File: config.mk
export PLATFORM = sky130hd
export DESIGN_NAME = instr_fetch
export DESIGN_NICKNAME = d
export VERILOG_FILES = /design/src/rtl/instr_fetch_pkg.sv /design/src/rtl/instr_fetch.sv
export SDC_FILE = /design/constraint.sdc
export NUM_CORES = 1
export LEC_CHECK = 0
export BUFFER_PORTS_ARGS = -buffer_cell sky130_fd_sc_hd__buf_2
export CAP_MARGIN = 25
export CORE_MARGIN = 10
export CORE_UTILIZATION = 49
export DETAILED_ROUTE_END_ITERATION = 7
export GPL_ROUTABILITY_DRIVEN = 0
export PLACE_DENSITY = 0.86
export SETUP_SLACK_MARGIN = 0.15
export SLEW_MARGIN = 10
export SYNTH_ARGS = -nofsm -noshare
export SYNTH_HDL_FRONTEND = slang
export SYNTH_SLANG_ARGS = --single-unit
File: constraint.sdc
create_clock -name clk -period 8.1 [get_ports clk]
set_input_delay 1.62 -clock clk [delete_from_list [all_inputs] [get_ports clk]]
set_output_delay 1.62 -clock clk [all_outputs]
set_load 0.02 [all_outputs]
File: src/rtl/instr_fetch_pkg.sv
// Shared pipeline types for the fetch stage: IF/ID register layout, fetch FSM states,
// and the default reset PC.
package rv32i_types;

   localparam logic [31:0] RESET_PC_DEFAULT = 32'h1eceb000;

   typedef struct packed {
      logic        valid_s;
      logic [31:0] pc_s;
      logic [31:0] pc_next_s;
      logic [63:0] order_s;
   } if_id_stage_reg_t;

   typedef enum logic [1:0] {
      S_ISSUE,
      S_WAIT,
      S_HOLD,
      S_FLUSH
   } fetch_state_t;

endpackage

File: src/rtl/instr_fetch.sv
// Instruction fetch: owns PC and retire order, keeps one imem read outstanding, honours move stalls.
// Optional fetch redirect (redirect_en/redirect_pc, S_FLUSH) is built when IF_REDIRECT_EN is defined.
module instr_fetch
   import rv32i_types::*;
#(
   parameter logic [31:0] RESET_PC = RESET_PC_DEFAULT
) (
   input  logic             clk,
   input  logic             rst,
   input  logic             move,
   output logic [31:0]      imem_addr,
   output logic [3:0]       imem_rmask,
   input  logic             imem_resp,
`ifdef IF_REDIRECT_EN
   input  logic             redirect_en,
   input  logic [31:0]      redirect_pc,
`endif
   output if_id_stage_reg_t if_id_reg
);

   fetch_state_t state_q, state_d;
   logic [31:0]  pc_q, pc_d;
   logic [31:0]  addr_q;
   logic [63:0]  order_q, order_d;
   logic [31:0]  pc_next;
   logic         valid;
   logic         deliver;

   assign pc_next = pc_q + 32'd4;

   always_ff @(posedge clk or posedge rst) begin
      if (rst) begin
         state_q <= S_ISSUE;
         pc_q    <= RESET_PC;
         addr_q  <= RESET_PC;
         order_q <= 64'd0;
      end else begin
         state_q <= state_d;
         pc_q    <= pc_d;
         addr_q  <= imem_addr;
         order_q <= order_d;
      end
   end

   always_comb begin
      state_d    = state_q;
      pc_d       = pc_q;
      order_d    = order_q;
      imem_addr  = addr_q;
      imem_rmask = 4'h0;
      valid      = 1'b0;
      deliver    = 1'b0;
      // S_ISSUE would otherwise request while reset is still held
      if (!rst) begin
         case (state_q)
            S_ISSUE: begin
               imem_rmask = 4'hf;
               imem_addr  = pc_q;
               state_d    = S_WAIT;
            end
            S_WAIT: begin
               if (imem_resp) begin
                  valid = 1'b1;
                  if (move) deliver = 1'b1;
                  else      state_d = S_HOLD;
               end
            end
            S_HOLD: begin
               valid = 1'b1;
               if (move) begin
                  deliver = 1'b1;
                  state_d = S_WAIT;
               end
            end
            S_FLUSH: begin
               if (imem_resp) begin
                  imem_rmask = 4'hf;
                  imem_addr  = pc_q;
                  state_d    = S_WAIT;
               end
            end
            default: state_d = S_ISSUE;
         endcase

         if (deliver) begin
            order_d    = order_q + 64'd1;
            pc_d       = pc_next;
            imem_addr  = pc_next;
            imem_rmask = 4'hf;
         end
`ifdef IF_REDIRECT_EN
         // A redirect beats move; whatever was delivered this cycle is cancelled.
         if (redirect_en) begin
            pc_d    = redirect_pc;
            order_d = order_q;
            valid   = 1'b0;
            if (state_q == S_HOLD ||
                (imem_resp && (state_q == S_WAIT || state_q == S_FLUSH))) begin
               imem_rmask = 4'hf;
               imem_addr  = redirect_pc;
               state_d    = S_WAIT;
            end else if (state_q == S_WAIT) begin
               imem_rmask = 4'h0;
               imem_addr  = addr_q;
               state_d    = S_FLUSH;
            end else if (state_q == S_ISSUE) begin
               // the old-PC request still leaves this cycle and must be drained
               state_d = S_FLUSH;
            end
         end
`endif
      end
   end

   assign if_id_reg = '{valid_s:   valid,
                        pc_s:      pc_q,
                        pc_next_s: pc_next,
                        order_s:   order_q};

endmodule

# Word-level counts from Yosys, hierarchy flattened
# Cells that the tools add are included.
[totals] register_bits=130 inputBits=4 out_inout_bits=165 elab_cells=37
[classes] n_addsub=2 eq_ne=7 n_mux=20 bitwise_logic=1 n_reduce_logical=3
[ops] op="$mux 32" count=3
[ops] op="$add 64x1->64 const B" count=1
[ops] op="$pmux 32 s2" count=1
[ops] op="$add 32x3->32 const B" count=1
[ops] op="$mux 4" count=3
[ops] op="$mux 2" count=4
[ops] op="$ne 2x2->1 const B" count=4
[ops] op="$pmux 2 s4" count=1
[ops] op="$pmux 4 s2" count=1
[ops] op="$mux 1" count=5
[ops] op="$reduce_and 5->1" count=1
[ops] op="$eq 2x2->1 const B" count=2
[ops] op="$pmux 1 s2" count=2
[ops] op="$eq 2x1->1 const B" count=1
[ops] op="$logic_not 2->1" count=1
[ops] op="$reduce_and 2->1" count=1
[ops] op="$not 1->1" count=1

# Depth between registers and ports, before layout
# Gate-level depths: netlist of the first run.
[depth] ltp_word=6 ltp_mapped=9

# Worst setup path after synthesis of the first run
# No wires, ideal clock.
[synth_path] path_kind="input-to-output" start="input rst" end="output imem_addr[3]" arrival_time_ns=6.814 required_time_ns=6.480 path_slack_ns=-0.334 stages=5 path_cell_list="buf_6 inv_1 clkbuf_1 o21ai_0 o21ai_0"
[synth_via] elab_chain_cells=1
[synth_rtl] item="start, declared" line="instr_fetch.sv:9" source="input logic rst,"
[synth_rtl] item="$mux 32" line="instr_fetch.sv:54" source="if (!rst) begin"
[synth_rtl] item="end, declared" line="instr_fetch.sv:11" source="output logic [31:0] imem_addr,"
# No other way between the ends.

# Final worst setup path of the first run
[layout_path] start="input rst" end="output imem_addr[20]"
# The elaborated chain is that of the path after synthesis.

==> impl_metrics.yaml, run 1 <==
status:
  outcome: "complete, no violations"
routing:
  wl_mm: 19.6
  drc: 0
  initialDrtViolationCount: 487
  ant_nets: 0
  drt-vias-per-instance: 5.84
  dr_total_vias: 5918
  wl_per_cell_um: 19.3
  firstDrtPassIters: 5
clocking:
  post_cts_resized: 0
  cts_max_path_buffers: 2
  cts.reportedPaths.clkPinSlew_ns: 0.06
  ctsHoldBuffers: 0
  numCtsBuffers: 17
  cts_tree: "done"
  clk-insertion-delay-late_ns: 0.43
  cts_htree_levels: 4
  clockRootBuffer: "clkbuf_16"
  cts.sinks: 128
  cts_setup_buffers: 0
pwr:
  power.leakage_nw: 4.14
  seqPwrFrac_pct: 36.9
  p_total_w: 0.00202
  pwr-share-clk_pct: 36.5
  intPower_w: 0.00132
  p_per_area_mw_per_mm2: 247
  vdd_ir_drop_max_mv: 0.257
  p_switching_w: 0.000704
  p_sw_share_pct: 34.8
  pwr-share-comb_pct: 26.6
logic_synthesis:
  synth.distinct_cells: 47
  synth-seq-cells: 128
  synth_top_family_by_area: "simple AND/OR/NAND/NOR gates"
  seq_area_frac_synth_pct: 48.0
  synthSimpleGateAreaFrac_pct: 21.7
  syn_avg_cell_area_um2: 9.90
  ys.flop_type: "dfrtp_1"
  synthMuxAreaShare_pct: 0
  synth_edf_count: 0
  synth_xor_area_share_pct: 15.6
  async_flop_share_pct: 100
  ys_warn_count: 0
  syn_inst: 680
  netlist_area_mm2: 0.00673
  synth_compound_area_share_pct: 9.44
  synth_fa_ha_area_share_pct: 1.12
worst_setup_path:
  cpMaxStageDelayCell: "nor3_1"
  critPathMostFrequentCell: "buf_2"
  r2r-end: "order_q[41]$_DFFE_PP0P_"
  crit_family: "simple AND/OR/NAND/NOR gates"
  critical_path_buf_inv_count: 3
  r2r_setup_slack_ns: 4.95
  crit_chain: "buf_2 > nand3b_4 > or2_2 > buf_4 > nor3_1 > nor2_1 > o22ai_1 > buf_2"
  setup.worst_path.start: "rst"
  criticalPathCategory: "input pin to output pin"
  regToRegStartpoint: "state_q[0]$_DFFE_PP0P_"
  critical_path.max_fanout: 31
  cpPeakStageDelay_ns: 0.57
  reg2reg_depth: 7
  cp-start-kind: "input pin"
  endpoint: "imem_addr[20]"
  arrival_ns: 4.04
  crit_cells: 8
  worstPathRequired_ns: 6.48
  end_kind: "output pin"
die:
  initial_core_util_pct: 50.4
  std_cell_rows: 42
  coreArea_mm2: 0.0133
  die_h_um: 137
  die_area_mm2: 0.0188
  die_x_um: 137
  io_pins: 169
sta:
  rsz0062_at_grt: "no"
  final-hold-violation-count: 0
  fin_crit_ns: 5.66
  setup_tns_ns: 0
  post-route-period-util_pct: 69.9
  clock.fmax_mhz: 177
  relSlewSlack_pct: 36.8
  slew_viol_final: 0
  max_slew.worst_pin.slew_ns: 0.944
  setup_viol_count_final: 0
  worst_clock_skew_ns: 0.00638
final_layout:
  stdcell_count: 1013
  seq_area_mm2: 0.00323
  n_antenna_cell: 0
  multiInputGateArea_mm2: 0.00324
  syn2layout_area_growth_pct: 21.9
  layout-drive-gt1-share_pct: 28.7
  fillCellCount: 1097
  final_nets: 834
placement:
  place_inst: 980
  hpwl_mm: 13.7
  io_buffers: 164
global_route:
  grt_pass1_wl_mm: 31.0
  grt_max_degree: 102
  grt_pass1_vias: 5938
  track_usage_pct: 20.8
  gr-total-overflow: 0
  antenna_found_initial: 0
flow_run:
  drv_cap: 0
worst_hold_path:
  hold_path.class: "flop to flop"
[synthesized netlist by cell type, types with 6 or more instances]
library cell | n | share of area, %
dfstp_2 | 24 | 9.4
o211ai_1 | 14 | 1.6
nor2_1 | 38 | 2.1
buf_4 | 8 | 0.89
and4_1 | 9 | 1.2
nor4_1 | 11 | 1.0
nand2_1 | 65 | 3.6
dfrtp_1 | 104 | 39
xor2_1 | 47 | 6.1
clkbuf_1 | 31 | 1.7
xnor2_1 | 73 | 9.5
nand4_1 | 40 | 3.7
nor3_1 | 21 | 1.6
ha_1 | 6 | 1.1
a21oi_1 | 12 | 0.89
o21a_1 | 15 | 1.7
nand3_1 | 33 | 2.5
and3_1 | 24 | 2.2
o21ai_0 | 33 | 2.5
inv_1 | 12 | 0.67
[layout by cell type (no fill, tap or decap), types with 3 or more instances in the layout]
cell,netlist,final
nand2_1,65,65
o21a_1,15,15
a21o_1,5,5
a2bb2oi_1,5,5
o22ai_1,4,4
and4_1,9,9
nor2_1,38,37
xor2_1,47,47
dfrtp_1,104,104
nor3_1,21,21
inv_1,12,11
clkbuf_8,0,3
nor4_1,11,11
o21ai_0,33,33
nand3_1,33,33
and3_1,24,24
ha_1,6,6
buf_4,8,4
a22oi_1,3,3
buf_2,2,164
nand4_1,40,40
nand4_2,3,3
xnor2_1,73,73
and2_1,5,5
a21oi_1,12,12
dfstp_2,24,24
or2_2,4,4
clkbuf_16,0,17
clkinvlp_4,0,7
o211ai_1,14,14
conb_1,1,4
[logic make-up after synthesis]
| group | count (synthesis) |
|---|---|
| AO/OA/AOI/OAI | 98 |
| XOR/XNOR | 120 |
| adder cells (fa/ha/maj) | 6 |
| buffers and inverters | 60 |
| flip-flops | 128 |
| other | 1 |
| AND/OR/NAND/NOR | 267 |
[metal layers]
layer / up-vias / wire length [um] / part of all wire (%) / GRT usage [%]
met5: - / 0 / 0 / 0
met4: 0 / 421 / 2.1 / 8.37
met3: 43 / 2170 / 11 / 7.14
met2: 309 / 9200 / 47 / 33.4
met1: 2898 / 7790 / 40 / 25.0
li1: 2668 / - / - / -
[through the flow]
| step | utilization (%) | cell area (um2) | hold WS, ns | setup slack, ns |
|---|---|---|---|---|
| after floorplan | - | 6740 | 0.519 | 1.89 |
| after global placement | 56.9 | 7590 | 0.460 | 2.55 |
| after detailed placement | 57.1 | 7620 | 0.467 | 2.44 |
| after CTS | 61.4 | 8200 | 0.474 | 2.44 |
| after global routing | 61.4 | 8200 | 0.491 | 2.24 |
| final | 61.4 | 8200 | 0.468 | 2.44 |
[state kept, by name, indices dropped and copies added, names as in the netlist]
register	cells
pc_q	30
order_q	64
state_q	2
addr_q	32
[layout make-up]
type / instances / area share [%]
multi-input cells: 495 / 39.5
flip-flops and latches: 128 / 39.4
repair buffers: 170 / 10.8
clock buffers: 20 / 5.69
well taps: 176 / 2.68
clock inverters: 12 / 1.34
inverters: 12 / 0.610
[worst min path at each step]
stage	from	to	slack [ns]	cells after the start
floorplan	state_q[0]$_DFFE_PP0P_	state_q[0]$_DFFE_PP0P_	0.52	1
CTS	order_q[63]$_DFFE_PP0P_	order_q[63]$_DFFE_PP0P_	0.47	1
finish	order_q[63]$_DFFE_PP0P_	order_q[63]$_DFFE_PP0P_	0.47	1
global route	order_q[63]$_DFFE_PP0P_	order_q[63]$_DFFE_PP0P_	0.49	1
global placement	order_q[63]$_DFFE_PP0P_	order_q[63]$_DFFE_PP0P_	0.46	1
detailed placement	order_q[63]$_DFFE_PP0P_	order_q[63]$_DFFE_PP0P_	0.47	1
[power groups by stage]
stage	clock (W)	sequential, W	combinational (W)
2_1_floorplan	0	0.000758	0.000360
3_3_place_gp	0	0.000751	0.000511
3_5_place_dp	0	0.000756	0.000536
4_1_cts	0.000749	0.000746	0.000540
5_1_grt	0.000776	0.000757	0.000587
6_report	0.000738	0.000747	0.000538
(Power assumes the default switching activity.)
==> run 2, diff against run 1 <==
Clock period 8.1 ns to 4.7 ns, I/O delays scaled along.
==> run 2 against run 1 <==
Sequential cell count stayed put; non-clock buffer count up 3; setup slack got worse by 1.6 ns; final cell count is 0.30% higher.
==> impl_metrics.yaml, run 2 (synthesized netlist as in run 1, its figures left out) <==
status:
  outcome: "complete, no violations"
routing:
  firstDrtPassIters: 5
  initialDrtViolationCount: 423
  wl_mm: 19.0
  drt-vias-per-instance: 5.72
  ant_nets: 0
  wl_per_cell_um: 18.7
  drc: 0
  dr_total_vias: 5812
final_layout:
  largest_reg_flops: 64
  regMostFlops: "order_q"
  n_antenna_cell: 0
  syn2layout_area_growth_pct: 22.3
  layout-drive-gt1-share_pct: 28.9
  final_cell_mix: "buf_2, dfrtp_1, xnor2_1"
  final_common_cell: "buf_2"
  fin_util_pct: 61.7
  final_nets: 837
  stdcell_count: 1016
  top_regs: "order_q x64, addr_q x32, pc_q x30"
worst_hold_path:
  holdPathStages: 1
  hold_path.class: "flop to flop"
  hold_start: "order_q[63]$_DFFE_PP0P_"
  hold_end: "order_q[63]$_DFFE_PP0P_"
worst_setup_path:
  cpPeakStageDelay_ns: 0.79
  crit_chain: "inv_1 > ha_1 > or2_2 > o21ai_0 > buf_2"
  arrival_ns: 2.95
  critical_path.max_fanout: 27
  regToRegStartpoint: "state_q[0]$_DFFE_PP0P_"
  reg2reg_depth: 7
  end_kind: "output pin"
  cp-start-kind: "flop"
  crit_family: "compound AO/OA/AOI/OAI gates"
  worstPathRequired_ns: 3.76
  crit_cells: 5
  r2r-end: "order_q[47]$_DFFE_PP0P_"
  cpMaxStageDelayCell: "o21ai_0"
  r2r_setup_slack_ns: 1.60
  critical_path_buf_inv_count: 2
  criticalPathCategory: "flop to output pin"
die:
  die_h_um: 137
  io_pins: 169
  coreArea_mm2: 0.0133
  initial_core_util_pct: 50.4
  std_cell_rows: 42
  die_area_mm2: 0.0188
  die_x_um: 137
clocking:
  numCtsBuffers: 17
  clockRootBuffer: "clkbuf_16"
  clk-insertion-delay-late_ns: 0.42
  cts_htree_levels: 4
  ctsHoldBuffers: 0
  cts.reportedPaths.clkPinSlew_ns: 0.06
  cts_setup_buffers: 0
  post_cts_resized: 0
  cts_max_path_buffers: 2
  cts.sinks: 128
  cts_tree: "done"
pwr:
  vdd_ir_drop_max_mv: 0.439
  p_total_w: 0.00353
  p_per_area_mw_per_mm2: 429
  power.leakage_nw: 4.18
sta:
  clock.fmax_mhz: 257
  relSlewSlack_pct: 39.9
  post-route-period-util_pct: 82.7
  fin_crit_ns: 3.89
  slew_viol_final: 0
  final-hold-violation-count: 0
  setup_viol_count_final: 0
  worst_clock_skew_ns: 0.00841
  setup_tns_ns: 0
  max_slew.worst_pin.slew_ns: 0.898
  rsz0062_at_grt: "no"
global_route:
  antenna_found_initial: 0
  grt_max_degree: 87
  grt_pass1_vias: 5767
  track_usage_pct: 20.2
  grt_pass1_wl_mm: 30.5
  gr-total-overflow: 0
placement:
  hpwl_mm: 13.5
  io_buffers: 164
  place_inst: 984
flow_run:
  drv_cap: 0
-- run 2: cell count changes in the layout (fill, tap and decap cells not counted), sizes merged --
cell      change
buf           +4
clkinv        +5
clkinvlp      -5
bufinv        +2
clkbuf        -3
-- run 2: worst max path at each step --
stage,startpoint,end,slack [ns]
floorplan,rst,imem_addr[3],0.69
global placement,imem_resp,imem_addr[19],0.95
detailed placement,imem_resp,imem_addr[3],0.91
CTS,state_q[0]$_DFFE_PP0P_,imem_rmask[0],0.83
global route,state_q[0]$_DFFE_PP0P_,imem_addr[19],0.58
finish,state_q[0]$_DFFE_PP0P_,imem_rmask[3],0.81
-- run 2: where the power goes --
group          switching [W]  leakage, nW  internal [W]
combinational       0.000615         2.22      0.000288
clock               0.000497        0.296      0.000845
sequential         0.0000809         1.66       0.00120
total                0.00119         4.18       0.00234
-- run 2: area by class of cell --
cell class	instances	area, um2
fill	1115	5110
tap	176	220
inverter	12	50.0
timing repair buffer	173	888
clock buffer	18	439
sequential	128	3230
clock inverter	14	165
multi-input combinational	495	3240
-- run 2: metrics by stage --
stage	worst slack [ns]	hold slack [ns]	cell area, um2
2_1_floorplan	0.686	0.519	6750
3_3_place_gp	0.953	0.457	7630
3_5_place_dp	0.911	0.485	7630
4_1_cts	0.834	0.490	8230
5_1_grt	0.576	0.511	8230
6_report	0.815	0.484	8230
-- run 2: routing by layer --
| metal | wire length [um] | GRT usage (%) | up-vias | share of wire (%) |
|---|---|---|---|---|
| met2 | 8800 | 31.6 | 278 | 46 |
| met3 | 1760 | 5.97 | 15 | 9.3 |
| li1 | - | - | 2687 | - |
| met4 | 171 | 5.74 | 0 | 0.90 |
| met5 | 0 | 0 | - | 0 |
| met1 | 8290 | 26.7 | 2832 | 44 |
